<file path="config.mk">
export PLATFORM = sky130hd
export DESIGN_NAME = warp_lsu
export DESIGN_NICKNAME = d
export VERILOG_FILES = /design/src/rtl/common_pkg.sv /design/src/rtl/warp_lsu_lane_pick.sv /design/src/rtl/warp_lsu.sv
export SDC_FILE = /design/constraint.sdc
export NUM_CORES = 1
export LEC_CHECK = 0
export ABC_AREA = 1
export BUFFER_PORTS_ARGS = -buffer_cell sky130_fd_sc_hd__clkbuf_2
export CAP_MARGIN = 40
export CORE_MARGIN = 1
export CORE_UTILIZATION = 40
export CTS_CLUSTER_SIZE = 8
export DETAILED_ROUTE_END_ITERATION = 7
export PLACE_DENSITY = 0.59
export SYNTH_ARGS = -nofsm -noshare
export SYNTH_HDL_FRONTEND = slang
export SYNTH_SLANG_ARGS = --single-unit
</file>
<file path="constraint.sdc">
create_clock -name clk -period 3.8 [get_ports clk]
set_input_delay 0.57 -clock clk [delete_from_list [all_inputs] [get_ports clk]]
set_output_delay 0.57 -clock clk [all_outputs]
set_load 0.02 [all_outputs]
</file>
<file path="src/rtl/common_pkg.sv">
// Shared types for the warp pipeline: data word, warp phase and LSU state.
package common_pkg;

  typedef logic [31:0] data_t;

  typedef enum logic [2:0] {
    WARP_IDLE,
    WARP_FETCH,
    WARP_DECODE,
    WARP_EXECUTE,
    WARP_REQUEST,
    WARP_UPDATE
  } warp_state_t;

  typedef enum logic [1:0] {
    LSU_IDLE,
    LSU_ISSUE,
    LSU_WAIT,
    LSU_DONE
  } lsu_state_t;

endpackage

</file>
<file path="src/rtl/warp_lsu_lane_pick.sv">
// Lowest-set-bit encoder used by warp_lsu to choose the next lane to serve.
module lane_pick #(
  parameter int THREADS_PER_WARP = 4,
  localparam int TID_W = (THREADS_PER_WARP > 1) ? $clog2(THREADS_PER_WARP) : 1
) (
  input  logic [THREADS_PER_WARP-1:0] pending,
  output logic [TID_W-1:0]            idx,
  output logic                        any
);

  // Scanning downward leaves the lowest set bit as the final winner.
  always_comb begin
    idx = '0;
    for (int i = THREADS_PER_WARP - 1; i >= 0; i--) begin
      if (pending[i]) idx = TID_W'(i);
    end
  end

  assign any = |pending;

endmodule

</file>
<file path="src/rtl/warp_lsu.sv">
// Per-warp load/store unit serialising enabled lanes onto one memory port.
// Define LSU_COALESCE_EN to let one load response satisfy all same-address lanes.
import common_pkg::*;

module warp_lsu #(
  parameter int THREADS_PER_WARP = 4,
  parameter int ADDR_WIDTH       = 32,
  localparam int TID_W = (THREADS_PER_WARP > 1) ? $clog2(THREADS_PER_WARP) : 1
) (
  input  logic                        clk,
  input  logic                        reset,
  input  warp_state_t                 warp_state,
  input  logic                        warp_enable,
  input  logic [THREADS_PER_WARP-1:0] thread_enable,
  input  logic                        DMemEN,
  input  logic                        DMemRW,
  input  data_t                       imm,
  input  data_t                       rs1 [THREADS_PER_WARP],
  input  data_t                       rs2 [THREADS_PER_WARP],
  output logic                        mem_req_valid,
  input  logic                        mem_req_ready,
  output logic                        mem_req_we,
  output logic [ADDR_WIDTH-1:0]       mem_req_addr,
  output data_t                       mem_req_wdata,
  input  logic                        mem_rsp_valid,
  input  data_t                       mem_rsp_rdata,
  output data_t                       lsu_out [THREADS_PER_WARP],
  output logic                        lsu_done
);

  lsu_state_t                  state;
  logic [ADDR_WIDTH-1:0]       addr_q  [THREADS_PER_WARP];
  data_t                       wdata_q [THREADS_PER_WARP];
  logic                        we_q;
  logic [THREADS_PER_WARP-1:0] pending;
  logic [TID_W-1:0]            idx_q;
  logic [THREADS_PER_WARP-1:0] idx_mask;
  logic [THREADS_PER_WARP-1:0] done_mask;
  logic [THREADS_PER_WARP-1:0] pick_src;
  logic [TID_W-1:0]            nidx;
  logic                        nany;
  logic [ADDR_WIDTH-1:0]       next_addr;
  data_t                       next_wdata;
  logic                        start;

  assign start = warp_enable && (warp_state == WARP_REQUEST) && DMemEN;

  always_comb begin
    idx_mask        = '0;
    idx_mask[idx_q] = 1'b1;
  end

  // Lanes retired by a load response: the served lane, plus same-address lanes when coalescing.
  always_comb begin
    done_mask = idx_mask;
`ifdef LSU_COALESCE_EN
    for (int t = 0; t < THREADS_PER_WARP; t++) begin
      if (pending[t] && (addr_q[t] == addr_q[idx_q])) done_mask[t] = 1'b1;
    end
`else
    done_mask = idx_mask;
`endif
  end

  // Pick from the mask as it will look after this cycle so the next request is registered without a bubble.
  always_comb begin
    case (state)
      LSU_IDLE: pick_src = thread_enable;
      LSU_WAIT: pick_src = pending & ~done_mask;
      default:  pick_src = pending;
    endcase
  end

  lane_pick #(.THREADS_PER_WARP(THREADS_PER_WARP)) u_pick (
    .pending (pick_src),
    .idx     (nidx),
    .any     (nany)
  );

  always_comb begin
    if (state == LSU_IDLE) begin
      next_addr  = ADDR_WIDTH'(rs1[nidx] + imm);
      next_wdata = rs2[nidx];
    end else begin
      next_addr  = addr_q[nidx];
      next_wdata = wdata_q[nidx];
    end
  end

  always_ff @(posedge clk or negedge reset) begin
    if (!reset) begin
      state         <= LSU_IDLE;
      pending       <= '0;
      we_q          <= 1'b0;
      idx_q         <= '0;
      mem_req_valid <= 1'b0;
      mem_req_we    <= 1'b0;
      mem_req_addr  <= '0;
      mem_req_wdata <= '0;
      lsu_done      <= 1'b0;
      for (int t = 0; t < THREADS_PER_WARP; t++) begin
        lsu_out[t] <= '0;
        addr_q[t]  <= '0;
        wdata_q[t] <= '0;
      end
    end else begin
      case (state)
        LSU_IDLE: begin
          if (start) begin
            for (int t = 0; t < THREADS_PER_WARP; t++) begin
              addr_q[t]  <= ADDR_WIDTH'(rs1[t] + imm);
              wdata_q[t] <= rs2[t];
            end
            we_q    <= DMemRW;
            pending <= thread_enable;
            if (nany) begin
              state         <= LSU_ISSUE;
              mem_req_valid <= 1'b1;
              mem_req_we    <= DMemRW;
              mem_req_addr  <= next_addr;
              mem_req_wdata <= next_wdata;
              idx_q         <= nidx;
            end else begin
              state    <= LSU_DONE;
              lsu_done <= 1'b1;
            end
          end
        end
        LSU_ISSUE: begin
          if (!mem_req_valid) begin
            mem_req_valid <= 1'b1;
            mem_req_we    <= we_q;
            mem_req_addr  <= next_addr;
            mem_req_wdata <= next_wdata;
            idx_q         <= nidx;
          end else if (mem_req_ready) begin
            mem_req_valid <= 1'b0;
            if (we_q) begin
              pending <= pending & ~idx_mask;
              if ((pending & ~idx_mask) == '0) begin
                state    <= LSU_DONE;
                lsu_done <= 1'b1;
              end
            end else begin
              state <= LSU_WAIT;
            end
          end
        end
        LSU_WAIT: begin
          if (mem_rsp_valid) begin
            for (int t = 0; t < THREADS_PER_WARP; t++) begin
              if (done_mask[t]) lsu_out[t] <= mem_rsp_rdata;
            end
            pending <= pending & ~done_mask;
            if (nany) begin
              state         <= LSU_ISSUE;
              mem_req_valid <= 1'b1;
              mem_req_we    <= we_q;
              mem_req_addr  <= next_addr;
              mem_req_wdata <= next_wdata;
              idx_q         <= nidx;
            end else begin
              state    <= LSU_DONE;
              lsu_done <= 1'b1;
            end
          end
        end
        LSU_DONE: begin
          if (warp_enable && (warp_state == WARP_UPDATE)) begin
            state    <= LSU_IDLE;
            lsu_done <= 1'b0;
          end
        end
        default: state <= LSU_IDLE;
      endcase
    end
  end

endmodule

</file>
# ---- After elaboration in Yosys (flattened, before gate mapping)
# Cells that the tools add are included.
dict set report word_totals {
  output_inout_bits 195
  ff_bits 460
  input_bits 334
}
dict set report classes {
  add_sub_neg 5
  muxes 72
  eq_ne 16
  n_reduce_logical 19
  n_bitwise 3
  n_lt_le_gt_ge 3
}
# cell count
set op_table {}
lappend op_table {{$mux 32} 18}
lappend op_table {{$bmux 32 s2} 4}
lappend op_table {{$pmux 32 s3} 2}
lappend op_table {{$add 32x32->32} 5}
lappend op_table {{$mux 2} 16}
lappend op_table {{$mux 4} 5}
lappend op_table {{$ne 2x2->1 const B} 10}
lappend op_table {{$mux 1} 19}
lappend op_table {{$reduce_and 6->1} 3}
lappend op_table {{$reduce_and 3->1} 5}
lappend op_table {{$pmux 4 s3} 1}
lappend op_table {{$pmux 2 s4} 1}
lappend op_table {{$pmux 4 s2} 1}
lappend op_table {{$reduce_and 7->1} 1}
lappend op_table {{$eq 3x3->1 const B} 2}
lappend op_table {{$pmux 1 s3} 2}
lappend op_table {{$pmux 2 s3} 1}
lappend op_table {{$and 4x4->4} 1}
lappend op_table {{$eq 2x2->1 const B} 2}
lappend op_table {{$logic_and 1x1->1} 4}
lappend op_table {{$logic_not 4->1} 1}
lappend op_table {{$not 4->4} 1}
lappend op_table {{$pmux 1 s4} 1}
lappend op_table {{$reduce_and 4->1} 1}
lappend op_table {{11 further kinds} 11}

# ---- Logic depth before layout (Yosys ltp)
# Gate-level depths: netlist of run 1.
dict set report depth {
  word_depth 20
  mapped_depth 31
}

# ---- Modules after synthesis
# From an unflattened synthesis of run 1, not the netlist that was laid out.
dict set report hier_totals {
  hier_cells 4554
  area_unflattened_um2 31517.7
}
# module seq_area_each_um2 area_per_inst_um2 cells_each instances
set modules_own_cells {}
lappend modules_own_cells {warp_lsu 11511.0 31471.4 4545 1}
lappend modules_own_cells {lane_pick 0.0 46.3 9 1}

# ---- Worst setup path before layout of run 1
# Ideal clock, no wire load.
dict set report synth_timing {
  kind {reg-to-reg}
  startpoint {register state[0]}
  endpoint {register mem_req_addr[28]}
  path_stages_with_launch 28
  required_time_ns 3.683
  arrival_ns 3.938
  n_path_buf 3
  setup_slack_ns -0.255
  path_cell_list {dfrtp_1 > inv_1 > ha_1 > nor2_1 > nand2_1 > nand3_2 > nand3_2 > a21oi_2 > buf_2 > buf_2 > buf_2 > o21ai_1 > o22ai_1 > ha_1 > inv_1 > fa_1 > o21ai_0 > a21oi_1 > o21ai_0 > nand2_1 > nand2_1 > nand2_1 > nand2_1 > nand2_1 > nand3_1 > nand2_1 > nand2_1 > nand2_1}
}
dict set report synth_between {
  elab_chain_len 15
  elab_cells_between_ends 28
}
# element line_no
set synth_lines {}
lappend synth_lines {{start: declaration} warp_lsu.sv:31} ;# lsu_state_t state;
lappend synth_lines {{start signal: assignment} warp_lsu.sv:92} ;# state <= LSU_IDLE;
lappend synth_lines {{start signal: assignment} warp_lsu.sv:117} ;# state <= LSU_ISSUE;
lappend synth_lines {{start signal: assignment} warp_lsu.sv:124} ;# state <= LSU_DONE;
lappend synth_lines {{$eq 2x2->1 / $logic_not 2->1 (equally long branches)} {warp_lsu.sv:67, warp_lsu.sv:107, warp_lsu.sv:81}}
lappend synth_lines {{$pmux 4 s2} warp_lsu.sv:67} ;# case (state)
lappend synth_lines {{$mux 2 (4 in a row)} warp_lsu_lane_pick.sv:15} ;# if (pending[i]) idx = TID_W'(i);
lappend synth_lines {{$not 2->3 (not written as such)} {warp_lsu.sv:82, warp_lsu.sv:85}}
lappend synth_lines {{$bmux 32 s2} warp_lsu.sv:82} ;# next_addr = ADDR_WIDTH'(rs1[nidx] + imm);
lappend synth_lines {{$mux 32 (not written as such) (2 in a row)} warp_lsu.sv:82}
lappend synth_lines {{$add 32x32->32} warp_lsu.sv:82}
lappend synth_lines {{$mux 32} warp_lsu.sv:81} ;# if (state == LSU_IDLE) begin
lappend synth_lines {{$mux 32} {warp_lsu.sv:116, warp_lsu.sv:155}}
lappend synth_lines {{$mux 32 (on tied branches)} {warp_lsu.sv:150, warp_lsu.sv:109}}
lappend synth_lines {{$pmux 32 s3} warp_lsu.sv:107} ;# case (state)
lappend synth_lines {{end signal: assignment} warp_lsu.sv:120} ;# mem_req_addr <= next_addr;
lappend synth_lines {{end signal: assignment} warp_lsu.sv:133} ;# mem_req_addr <= next_addr;
lappend synth_lines {{end signal: assignment} warp_lsu.sv:159} ;# mem_req_addr <= next_addr;
lappend synth_lines {{end: declaration} warp_lsu.sv:23} ;# output logic [ADDR_WIDTH-1:0] mem_req_addr,
# Parallel ways exist; a longest one is shown, timed or not. The select of a mux whose other input is x is not followed.
# A chain may end at the register's enable or synchronous reset.

# ---- Final worst setup path of run 1
dict set report layout_timing {
  startpoint {register state[1]}
  endpoint {register mem_req_addr[31]}
}
# Same word-level chain as after synthesis.

==> qor.yml, run 1 <==
status: "finished, violations left"
violations: "hold timing"
grt_pass1_wl_um: 202000
grt_setup_unrepaired: "yes"
synth_most_common_cell: "nand2_1"
synth_warnings: 0
fp.dieH_um: 279
die_area_sq_mm: 0.0780
n_fill_cell: 7748
place_congestion: 1.09
die_w_um: 279
worst_slew_pin_slew_ps: 868
dr.pass1.iters: 6
min_path_type: "in -> async"
avgRoutedWirePerCell_um: 22.9
endpoint: "mem_req_addr[31]"
power.density_mw_per_mm2: 1070
muxShareOfSynthArea_pct: 0
cts_hold_buffers: 0
drtIter0Drc: 3096
synth-xor-area-share_pct: 2.11
rows: 101
antenna_found_initial: 10
synth_compound_area_share_pct: 20.5
max_stage_delay_ps: 410
final_cells: 6058
finalClockSkew_ps: 24.9
cp_data_required_time_ps: 4330
clock_latency_ps: 610
cts_sinks: 460
grt_use_total_pct: 34.6
synth.top_cell.area_share_pct: 37.4
drc: 0
maxCapViolCount: 0
wirelength_um: 139000
dr_total_vias: 33500
cts_tree: "built"
multiInputGateArea_sq_mm: 0.0179
synth-main-ff-cell: "dfrtp_1"
seqCellArea_sq_mm: 0.0115
finalPower_mw: 42.0
grt_pass1_vias: 31800
ys_types: 49
r2r-start: "state[1]"
dp_cells: 5918
criticalPathCategory: "reg -> reg"
start_util_pct: 40.4
io_pins: 529
whs_ps: -19.8
period_share_pct: 98.7
grt_max_degree: 159
min_period_ps: 3750
clockBufferDepth: 3
final_util_pct: 51.7
cts_root_buffer: "clkbuf_16"
slew_viol_final: 0
syn_avg_cell_area_sq_um: 7.11
synth.cell_area_sq_mm: 0.0308
finalSetupViolations: 0
hold_viol_final: 6
area_growth_syn_to_layout_pct: 27.9
synthAdderAreaFrac_pct: 6.91
ant_nets: 0
critPathCaptureType: "flip-flop"
synth.area.top_cells: "dfrtp_1, nand2_1, o21ai_0"
synth_cells: 4326
r2r_cells: 26
crit_start: "state[1]"
drive_gt1_share_pct: 22.4
nets: 5511
clock.fmax_mhz: 267
crit_slowest_cell: "dfrtp_1"
synth_area_leader_cell: "dfrtp_1"
cts_buffers: 68
start_kind: "flip-flop"
rrSetupSlack_ps: 50
core_sq_mm: 0.0761
ys_ff_latch: 460
synth_edf_count: 0
tns_ps: 0
async_flop_share_pct: 100
rr_endpoint: "mem_req_addr[31]"
crit_path_frequent_cell: "buf_12"
p_leak_nw: 19.9
synth_nets: 4827
critPathArrivalTime_ps: 4280
ir_drop_v: 0.000635
clk_pin_slew_ps: 50
seq_area_frac_synth_pct: 37.4
max_slew_margin_pct: 41.5
cts_max_level: 3
grt_overflow: 0
synth_top_family_by_area: "simple AND/OR/NAND/NOR gates"
numPortBuffers: 528
synth_common_cells: "nand2_1, o21ai_0, dfrtp_1, nor2_1, inv_1"
synth-simple-area-share_pct: 25.7
viasPerCell: 5.52
place_hpwl_um: 108000
cp_max_fo: 11
[worst max-delay path: cells and delay by family (launching register included)]
kind            cells  cell delay (ps)
flops               1              410
simple gates       12             1190
compound gates      5              680
fa+ha+maj           2              560
buf+inv             7              820
[power breakdown]
| part | internal [mW] | switching, mW |
|---|---|---|
| sequential | 6.82 | 1.13 |
| combinational | 11.2 | 17.2 |
| clock | 3.26 | 2.39 |
[layer usage]
metal	vias to the layer above	global-route usage, %	routed length [um]
li1	15800	-	-
met1	15800	42.4	55200
met2	1448	56.4	63300
met3	397	5.48	9740
met4	6	22.8	10700
met5	-	0	34
[stage by stage]
| stage | setup slack, ps | cell area (sq um) | hold WS (ps) |
|---|---|---|---|
| after floorplan | 13.2 | 30800 | 274 |
| after global placement | -110 | 35900 | 455 |
| after detailed placement | -116 | 36000 | 458 |
| after CTS | 3.68 | 38100 | 0.113 |
| after global routing | -82.8 | 39300 | 12.3 |
| final | 48.2 | 39300 | -19.8 |
[timing repair]
item                                    CTS  global route
cloned                                    2             3
pin swaps                                11            98
buffers inserted                          8            39
endpoints found under the setup margin    8            44
gates resized for setup                  23           227
[area by class of cell]
class	count	area share, %
Multi-Input combinational cell	3289	45.4
Sequential cell	460	29.3
Timing Repair Buffer	807	13.5
Clock buffer	72	4.41
Inverter	384	3.68
Tap cell	1030	3.28
Clock inverter	9	0.420
Antenna cell	7	0.0445
[flip-flops by register name, summed over array words and instances, names as in the netlist]
register,flops
addr_q,128
mem_req_wdata,32
lsu_out,128
lsu_done,1
wdata_q,128
mem_req_valid,1
we_q,1
state,2
idx_q,2
mem_req_we,1
mem_req_addr,32
pending,4
[cell families (layout without fill, tap and decap cells)]
group	Yosys count	count (layout)
other	0	7
AOI/OAI and AO/OA	1115	1115
xor gates and xnor gates	74	74
buffers and inverters	578	1272
and+or+nand+nor	1932	1933
adders and majority gates	167	167
DFF	460	460
[worst min path at each step]
stage / start / to / slack [ps] / cells past startpoint
floorplan: reset / addr_q[0] / 270 / 0
global placement: wdata_q[79] / wdata_q[79] / 460 / 2
detailed placement: wdata_q[83] / wdata_q[83] / 460 / 2
CTS: reset / wdata_q[85] / 0.1 / 1
global route: reset / wdata_q[82] / 10 / 1
finish: reset / wdata_q[85] / -20 / 1
[placed cells by master, fill, tap and decap left out, types with 14 or more instances in the layout]
cell type | netlist | layout
ha_1 | 162 | 145
buf_12 | 0 | 29
nor3_1 | 29 | 22
a21o_1 | 17 | 17
nor2_2 | 2 | 19
dfrtp_1 | 460 | 460
a221oi_1 | 14 | 14
nand2_1 | 1125 | 1085
xnor2_1 | 39 | 39
o21bai_1 | 22 | 21
nand2_2 | 5 | 30
nand2_4 | 0 | 14
o22ai_1 | 44 | 32
a21oi_1 | 228 | 197
buf_4 | 8 | 228
or2_2 | 48 | 48
buf_6 | 1 | 14
a21oi_2 | 1 | 28
o21ai_0 | 583 | 545
nand4_1 | 29 | 29
nor2_1 | 440 | 417
inv_2 | 5 | 14
inv_1 | 379 | 368
a31oi_1 | 38 | 37
xor2_1 | 35 | 35
clkbuf_2 | 2 | 527
o21ai_1 | 18 | 42
clkbuf_16 | 0 | 71
o221ai_1 | 40 | 40
nand3_1 | 216 | 207
o211ai_1 | 79 | 79
(Power assumes the default switching activity.)
==> run 2, diff against run 1 <==
- REMOVE_ABC_BUFFERS: not set -> 1
==> run 2 against run 1 <==
Against the previous run: cell area increased by 0.80%; clock power grew 0.7%; critical path type unchanged; worst setup slack better by 2.8 ps; fmax is essentially flat; clock-buffer cell count increased by 4; via count decreased by 1.3%; core utilization up 0.41 points; global-route usage decreased by 0.23 points; critical path depth decreased by 1; clock skew rose by 16 ps; the run now ends clean.
==> qor.yml, run 2 (synthesized netlist as in run 1, its figures left out) <==
cts_sinks: 460
io_pins: 529
clockBufferDepth: 3
drive_gt1_share_pct: 23.0
wirelength_um: 138000
crit_path_frequent_cell: "nand2_1"
p_leak_nw: 20.0
fp.dieH_um: 279
core_sq_mm: 0.0761
crit_buf_inv: 7
grt_use_total_pct: 34.4
rows: 101
min_path_type: "in -> reg"
avgRoutedWirePerCell_um: 22.8
p_switching_mw: 20.8
finalClockSkew_ps: 40.8
switching_share_pct: 48.8
die_w_um: 279
crit_slowest_cell: "dfrtp_1"
cts_max_level: 3
cts_tree: "built"
hold_viol_final: 0
die_area_sq_mm: 0.0780
critPathCaptureType: "flip-flop"
top_regs: "addr_q (128), lsu_out (128), wdata_q (128)"
maxCapViolCount: 0
clkPwrFrac_pct: 13.4
start_util_pct: 40.4
dr_total_vias: 33000
max_stage_delay_ps: 380
min_period_ps: 3750
combPwrFrac_pct: 68.0
hp-start: "rs2[16]"
drc: 0
worst_slew_pin_slew_ps: 880
r2r-start: "state[0]"
clk_pin_slew_ps: 60
antenna_found_initial: 5
start_kind: "flip-flop"
grt_max_degree: 177
cp_top_family: "simple AND/OR/NAND/NOR gates"
ant_nets: 0
p_seq_share_pct: 18.7
cts_buffers: 69
finalSetupViolations: 0
grt_overflow: 0
grt_pass1_wl_um: 200000
place_congestion: 1.01
cp_max_fo: 5
ir_drop_v: 0.000717
grt_pass1_vias: 31900
critPathArrivalTime_ps: 4240
cp_data_required_time_ps: 4290
numPortBuffers: 528
layout_common_cells: "nand2_1, o21ai_0, clkbuf_2, dfrtp_1, nor2_1"
nets: 5513
whs_ps: 176
cts_root_buffer: "clkbuf_16"
slew_viol_final: 0
criticalPathCategory: "reg -> reg"
internal_power_mw: 21.8
place_hpwl_um: 107000
area_growth_syn_to_layout_pct: 28.9
drtIter0Drc: 2762
status: "finished clean"
max_slew_margin_pct: 41.4
mostFrequentLayoutCell: "nand2_1"
tns_ps: 0
crit_start: "state[0]"
power.density_mw_per_mm2: 1070
dr.pass1.iters: 6
period_share_pct: 98.7
viasPerCell: 5.45
clock_latency_ps: 630
clock.fmax_mhz: 267
grt_setup_unrepaired: "yes"
run 2: cell count changes in the layout (fill, tap and decap cells not counted), moves of 5 or more:
cell	change
nand3_2	+8
clkbuf_16	+5
o21ai_1	+12
a21oi_4	+11
o21ai_2	+5
ha_4	+8
a21oi_2	-13
nand3_1	-9
ha_1	-5
o22ai_2	+10
o21ai_0	-15
o22ai_1	-9
run 2: worst paths after layout:
| kind | end | slack, ps | depth (start not counted) |
|---|---|---|---|
| max | mem_req_addr[19] | 50 | 25 |
| min | wdata_q[16] | 180 | 3 |
| max reg2reg | mem_req_addr[19] | 50 | 25 |
| min reg2reg | wdata_q[69] | 470 | 2 |
| max in group asynchronous | wdata_q[16] | 2220 | 4 |
| min in group asynchronous | mem_req_addr[6] | 600 | 2 |
run 2: power groups by stage:
| stage | registers [mW] | clock network, mW | logic (mW) |
|---|---|---|---|
| 2_1_floorplan | 8.74 | 0 | 11.0 |
| 3_3_place_gp | 7.93 | 0 | 23.6 |
| 3_5_place_dp | 7.95 | 0 | 23.8 |
| 4_1_cts | 7.91 | 5.79 | 24.8 |
| 5_1_grt | 8.13 | 5.97 | 31.2 |
| 6_report | 7.94 | 5.69 | 28.9 |
run 2: stage by stage:
stage	setup WS, ps	area [sq um]	instances	total power, mW	util (%)
final	51.1	39700	6059	42.5	52.1
after CTS	-0.447	38200	6025	38.5	50.3
after global placement	-208	35900	5923	31.6	47.2
after floorplan	-8080	29900	4132	19.7	-
after global routing	-99.6	39700	6059	45.3	52.1
after detailed placement	-280	36000	5924	31.7	47.3
run 2: routing by layer:
metal | vias to the layer above | GRT usage, % | part of all wire [%]
met5 | - | 0 | 0.018
met4 | 4 | 15.7 | 4.9
met3 | 265 | 6.14 | 7.5
met2 | 1276 | 57.4 | 47
met1 | 15600 | 43.2 | 40
li1 | 15900 | - | -
run 2: cell type report:
class	instances	area (sq um)
Fill cell	7754	36400
Inverter	384	1450
Timing Repair Buffer	809	5330
Antenna cell	3	7.51
Sequential cell	460	11500
Clock buffer	76	1790
Multi-Input combinational cell	3288	18200
Tap cell	1030	1290
Clock inverter	9	113
run 2: tightest hold or removal path, delay by kind of cell:
family | cells | cell delay, ps
buf+inv | 1 | 90
simple gates | 2 | 90
run 2: repair_timing:
action,in CTS,in global routing
resized for setup,46,279
buffers inserted,12,29
pin swaps,21,120
gates cloned,3,6
endpoints found under the setup margin,23,25
hold buffers,1,0
hold endpoints to repair,21,0
